### config.mk
export PLATFORM = sky130hd
export DESIGN_NAME = ps2_host_tx_flat
export DESIGN_NICKNAME = d
export VERILOG_FILES = /design/src/rtl/ps2_host_tx_pkg.sv /design/src/rtl/ps2_host_tx_if.sv /design/src/rtl/ps2_host_tx_sync_edge.sv /design/src/rtl/ps2_host_tx.sv /design/src/flat_wrapper.sv
export SDC_FILE = /design/constraint.sdc
export NUM_CORES = 1
export LEC_CHECK = 0
export CAP_MARGIN = 0
export CELL_PAD_IN_SITES_DETAIL_PLACEMENT = 0
export CELL_PAD_IN_SITES_GLOBAL_PLACEMENT = 1
export CORE_ASPECT_RATIO = 1.1
export CORE_MARGIN = 4
export CORE_UTILIZATION = 53
export DETAILED_ROUTE_END_ITERATION = 10
export DONT_BUFFER_PORTS = 1
export PLACE_DENSITY_LB_ADDON = 0.1
export SLEW_MARGIN = 0
export SYNTH_ARGS = -nofsm -noshare
export SYNTH_HDL_FRONTEND = slang
export SYNTH_HIERARCHICAL = 1
export SYNTH_SLANG_ARGS = --single-unit
### constraint.sdc
create_clock -name inclock -period 5.7 [get_ports inclock]
set_input_delay 0.57 -clock inclock [delete_from_list [all_inputs] [get_ports inclock]]
set_output_delay 0.57 -clock inclock [all_outputs]
set_load 0.02 [all_outputs]
### src/rtl/ps2_host_tx_pkg.sv
// PS/2 host transmitter shared definitions.
// FSM state encoding, default timing constants and frame length.
package ps2_pkg;

  typedef enum logic [2:0] {
    IDLE,
    INHIBIT,
    REQ,
    XFER,
    WAIT_IDLE,
    DONE
  } state_t;

  localparam int INHIBIT_DEF = 5000;
  localparam int REQ_DEF     = 10;
  localparam int TIMEOUT_DEF = 750000;
  localparam int FRAME_EDGES = 11;
  localparam int TIMER_W     = 20;

  function automatic logic odd_parity(input logic [7:0] d);
    return ~^d;
  endfunction

endpackage

### src/rtl/ps2_host_tx_if.sv
// Command handshake bundle for the PS/2 host transmitter.
// cmd_data/cmd_valid from the requester, cmd_ready back from the transmitter.
interface ps2_host_tx_if;

  logic [7:0] cmd_data;
  logic       cmd_valid;
  logic       cmd_ready;

  modport master (
    output cmd_data,
    output cmd_valid,
    input  cmd_ready
  );

  modport slave (
    input  cmd_data,
    input  cmd_valid,
    output cmd_ready
  );

endinterface

### src/rtl/ps2_host_tx_sync_edge.sv
// Two-flop synchronizer plus falling-edge detector for one PS/2 line.
// Ports: clk, rst (async high), din (raw line), level (synced), fall (pulse).
module ps2_sync_edge (
  input  logic clk,
  input  logic rst,
  input  logic din,
  output logic level,
  output logic fall
);

  logic s1;
  logic s2;
  logic prev;

  // Idle PS/2 lines are high, so reset to 1 to avoid a false edge.
  always_ff @(posedge clk or posedge rst) begin
    if (rst) begin
      s1   <= 1'b1;
      s2   <= 1'b1;
      prev <= 1'b1;
    end else begin
      s1   <= din;
      s2   <= s1;
      prev <= s2;
    end
  end

  assign level = s2;
  assign fall  = prev & ~s2;

endmodule

### src/rtl/ps2_host_tx.sv
// Host-to-device PS/2 transmitter: inhibit, request-to-send, 11-edge frame.
// Ports: inclock, reset, cmd (handshake if), ps2_*_in raw lines,
// ps2_*_oe open-drain pulls, tx_active, done, ack_error, timeout_error.
module ps2_host_tx
  import ps2_pkg::*;
#(
  parameter int INHIBIT_CYCLES = INHIBIT_DEF,
  parameter int REQ_CYCLES     = REQ_DEF,
  parameter int TIMEOUT_CYCLES = TIMEOUT_DEF
) (
  input  logic           inclock,
  input  logic           reset,
  ps2_host_tx_if.slave   cmd,
  input  logic           ps2_clk_in,
  input  logic           ps2_dat_in,
  output logic           ps2_clk_oe,
  output logic           ps2_dat_oe,
  output logic           tx_active,
  output logic           done,
  output logic           ack_error,
  output logic           timeout_error
);

  localparam logic [TIMER_W-1:0] INH_LAST = TIMER_W'(INHIBIT_CYCLES - 1);
  localparam logic [TIMER_W-1:0] REQ_LAST = TIMER_W'(REQ_CYCLES - 1);
  localparam logic [TIMER_W-1:0] TO_LAST  = TIMER_W'(TIMEOUT_CYCLES - 1);
  localparam logic [3:0]         ACK_CNT  = 4'(FRAME_EDGES - 1);

  state_t               state;
  logic [7:0]           shreg;
  logic                 parity;
  logic [3:0]           bit_cnt;
  logic [TIMER_W-1:0]   timer;
  logic                 ack_bad;
  logic                 ready_q;

  logic clk_lvl;
  logic clk_fall;
  logic dat_lvl;
  logic dat_fall;

  ps2_sync_edge u_clk_sync (
    .clk   (inclock),
    .rst   (reset),
    .din   (ps2_clk_in),
    .level (clk_lvl),
    .fall  (clk_fall)
  );

  ps2_sync_edge u_dat_sync (
    .clk   (inclock),
    .rst   (reset),
    .din   (ps2_dat_in),
    .level (dat_lvl),
    .fall  (dat_fall)
  );

  assign cmd.cmd_ready = ready_q;

  always_ff @(posedge inclock or posedge reset) begin
    if (reset) begin
      state         <= IDLE;
      shreg         <= '0;
      parity        <= 1'b0;
      bit_cnt       <= '0;
      timer         <= '0;
      ack_bad       <= 1'b0;
      ready_q       <= 1'b1;
      ps2_clk_oe    <= 1'b0;
      ps2_dat_oe    <= 1'b0;
      tx_active     <= 1'b0;
      done          <= 1'b0;
      ack_error     <= 1'b0;
      timeout_error <= 1'b0;
    end else begin
      done          <= 1'b0;
      ack_error     <= 1'b0;
      timeout_error <= 1'b0;
      unique case (state)
        IDLE: begin
          if (cmd.cmd_valid) begin
            shreg      <= cmd.cmd_data;
            parity     <= odd_parity(cmd.cmd_data);
            bit_cnt    <= '0;
            timer      <= '0;
            ack_bad    <= 1'b0;
            ready_q    <= 1'b0;
            tx_active  <= 1'b1;
            ps2_clk_oe <= 1'b1;
            ps2_dat_oe <= 1'b0;
            state      <= INHIBIT;
          end
        end
        INHIBIT: begin
          if (timer == INH_LAST) begin
            timer      <= '0;
            ps2_dat_oe <= 1'b1;
            state      <= REQ;
          end else begin
            timer <= timer + 1'b1;
          end
        end
        REQ: begin
          // Releasing the clock with data still low is the start bit.
          if (timer == REQ_LAST) begin
            timer      <= '0;
            ps2_clk_oe <= 1'b0;
            state      <= XFER;
          end else begin
            timer <= timer + 1'b1;
          end
        end
        XFER: begin
          if (clk_fall) begin
            timer   <= '0;
            bit_cnt <= bit_cnt + 1'b1;
            unique case (1'b1)
              (bit_cnt < 4'd8): begin
                ps2_dat_oe <= ~shreg[0];
                shreg      <= shreg >> 1;
              end
              (bit_cnt == 4'd8): ps2_dat_oe <= ~parity;
              (bit_cnt == 4'd9): ps2_dat_oe <= 1'b0;
              default: begin
                if (bit_cnt == ACK_CNT) begin
                  ack_bad <= dat_lvl;
                  state   <= WAIT_IDLE;
                end
              end
            endcase
          end else if (timer == TO_LAST) begin
            ps2_clk_oe    <= 1'b0;
            ps2_dat_oe    <= 1'b0;
            done          <= 1'b1;
            timeout_error <= 1'b1;
            state         <= DONE;
          end else begin
            timer <= timer + 1'b1;
          end
        end
        WAIT_IDLE: begin
          if (clk_lvl && dat_lvl) begin
            done      <= 1'b1;
            ack_error <= ack_bad;
            state     <= DONE;
          end else if (clk_fall) begin
            timer <= '0;
          end else if (timer == TO_LAST) begin
            ps2_clk_oe    <= 1'b0;
            ps2_dat_oe    <= 1'b0;
            done          <= 1'b1;
            timeout_error <= 1'b1;
            state         <= DONE;
          end else begin
            timer <= timer + 1'b1;
          end
        end
        DONE: begin
          ready_q   <= 1'b1;
          tx_active <= 1'b0;
          state     <= IDLE;
        end
      endcase
    end
  end

  logic unused_fall;
  assign unused_fall = dat_fall;

endmodule

### src/flat_wrapper.sv
// flat-port wrapper written by rule: the top's interface ports become plain ports
module ps2_host_tx_flat import ps2_pkg::*;
#(
  parameter int INHIBIT_CYCLES = INHIBIT_DEF,
  parameter int REQ_CYCLES     = REQ_DEF,
  parameter int TIMEOUT_CYCLES = TIMEOUT_DEF
)
  (inclock, reset, ps2_clk_in, ps2_dat_in, ps2_clk_oe, ps2_dat_oe, tx_active, done, ack_error, timeout_error, cmd_cmd_data, cmd_cmd_valid, cmd_cmd_ready);
  ps2_host_tx_if cmd_i ();
  input  logic inclock;
  input  logic reset;
  input  logic ps2_clk_in;
  input  logic ps2_dat_in;
  output logic ps2_clk_oe;
  output logic ps2_dat_oe;
  output logic tx_active;
  output logic done;
  output logic ack_error;
  output logic timeout_error;
  input wire logic [$bits(cmd_i.cmd_data)-1:0] cmd_cmd_data;
  input wire logic [$bits(cmd_i.cmd_valid)-1:0] cmd_cmd_valid;
  output wire logic [$bits(cmd_i.cmd_ready)-1:0] cmd_cmd_ready;
  assign cmd_i.cmd_data = cmd_cmd_data;
  assign cmd_i.cmd_valid = cmd_cmd_valid;
  assign cmd_cmd_ready = cmd_i.cmd_ready;
  ps2_host_tx #(.INHIBIT_CYCLES(INHIBIT_CYCLES), .REQ_CYCLES(REQ_CYCLES), .TIMEOUT_CYCLES(TIMEOUT_CYCLES)) u_core (.inclock(inclock), .reset(reset), .cmd(cmd_i), .ps2_clk_in(ps2_clk_in), .ps2_dat_in(ps2_dat_in), .ps2_clk_oe(ps2_clk_oe), .ps2_dat_oe(ps2_dat_oe), .tx_active(tx_active), .done(done), .ack_error(ack_error), .timeout_error(timeout_error));
endmodule
==> results.cfg <==
[status]
status = finished, final reports clean

[synth]
postSynthAreaPerCell_um2 = 9.48
synth_warnings = 6
synthCells = 305
synth_nets = 324
syn_area_um2 = 2890

[cts]
cts_buffers = 5
cts-root-buf = clkbuf_8
hold_buffers = 0
htree_levels = 2
insertion_delay_ns = 0.31
numClockSinks = 49
clockBufferDepth = 2
cts.clk_slew.worst_paths_ns = 0.10
cts.repair.resized = 0
cts_tree = yes
post_cts_buffers = 0

[setup_path]
cp-start-kind = flip-flop
cp.required_ns = 5.84
critPathTopFamily = simple AND/OR/NAND/NOR gates
cp_num_buf_inv = 0
slowest_delay_ns = 0.87
cpMaxStageDelayCell = nor4_4
critical_path_peak_fanout = 18
cp-end-kind = flip-flop
critical_path_class = flip-flop to flip-flop
crit_path_cell_trace = or3_1 -> nor3b_2 -> a311oi_2 -> nor4_4 -> nor4_1
arrival_ns = 2.95

[global_routing]
grt_first_pass_wirelength_um = 10500
grt_max_degree = 45
antenna_found_initial = 0
grtUsageTotal = 0.196
grt_pass1_vias = 2179
overflow = 0

[drt]
drc_errors = 0
vias_per_cell = 5.83
drt_iter0_markers = 158
vias = 2162
drtAntennaViolNets = 0
dr.pass1.iters = 5
wl_per_cell_um = 16.4
wl_um = 6080

[timing]
setup_violations = 0
whs_ns = 0.155
rsz0062_at_grt = no
period_needed_ns = 2.81
slew_viol_final = 0
hold_viol_final = 0
finalSetupTns_ns = 0
fin_skew_ns = 0.0120
worst_slew_pin_slew_ns = 1.05
slew_headroom = 0.294
fmax_mhz = 356
finalCritPeriodShare = 0.493

[die]
dieArea_um2 = 6700
ioPinCount = 20
start_util = 0.563
die_h_um = 85.5
std_cell_rows = 27
die_w_um = 78.4
core_um2 = 5130

[pwr]
max-vdd-ir-drop_v = 0.000168
p_per_area_nw_per_um2 = 408
leakagePower_nw = 1.23
power_mw = 1.23

[cells_and_area]
drive_gt1_frac = 0.114
diodes = 0
stdcell_count = 371
area_growth_pct = 3.85
fin_nets = 317

[worst_hold_path]
holdCritPathClass = primary input to asynchronous set/reset pin

[placement]
place.gp.congestion = 0.830
dp.cells = 363
dp_hpwl_um = 4330
port_buffers = 0

[job]
cap_viol_max_count = 0
-- routing by layer --
layer	global-route usage	vias to the layer above	wire length [um]
met4	0.0668	0	116
met2	0.331	37	3080
met5	0	-	0
met1	0.250	1047	2680
met3	0.0403	12	199
li1	-	1066	-
-- through the flow --
stage | worst slack (ns) | cell area [um^2] | utilization
finish | 2.89 | 3000 | 0.585
global route | 2.70 | 3000 | 0.585
CTS | 2.89 | 3000 | 0.585
detailed placement | 2.89 | 2880 | 0.561
global placement | 2.92 | 2880 | 0.561
floorplan | 3.49 | 2890 | -
-- cell type report --
class                   instances  area, um^2
multi-input cells             227        1500
fillers                       486        2130
inverters                      14        52.6
clock buffers                   6        82.6
flip-flops and latches         49        1230
repair buffers                  1        7.51
well taps                      72        90.1
clock inverters                 2        37.5
-- path summary, 6_finish.rpt --
| path | start | to | slack (ns) | cells past startpoint |
|---|---|---|---|---|
| max in group asynchronous | reset | u_core/timer[0] | 5.03 | 2 |
| min reg2reg | u_core/u_clk_sync/s1 | u_core/u_clk_sync/level | 0.36 | 0 |
| max | u_core/timer[18] | u_core/timer[4] | 2.89 | 5 |
| min in group inclock | ps2_dat_in | u_core/u_dat_sync/s1 | 0.25 | 0 |
| min | reset | u_core/u_dat_sync/s1 | 0.16 | 1 |
| max reg2reg | u_core/timer[18] | u_core/timer[4] | 2.89 | 5 |
-- cell usage in the layout (no fill, tap or decap), drive strengths merged, types with 2 or more instances in the layout --
cell     n
a311oi   3
o31ai    4
o21ai    6
nand2   33
clkbuf   6
a21boi   2
nor2    39
o21bai   3
dfrtp   43
a21o     3
inv     13
ha       6
xnor2   16
nand2b   3
nand4   11
nand3b   2
or3      3
dfstp    6
nor3b    3
xor2     8
a32o     2
a211oi   3
nor2b    5
mux2     2
a21oi    6
nor4     7
nor3     9
a211o    2
nand3    8
a31oi   12
and3     7
o41ai    2
-- state kept, by name, indices dropped and copies added (netlist names), 3 cells and up --
name and flops:
u_core/timer 20, u_core/bit_cnt 4, u_core/shreg 8, u_core/state 3
-- where the power goes --
part	total (mW)	switching (mW)	internal (mW)
combinational	0.449	0.271	0.178
sequential	0.517	0.0938	0.423
clock	0.260	0.118	0.143
total	1.23	0.482	0.744
(Power assumes the default switching activity.)
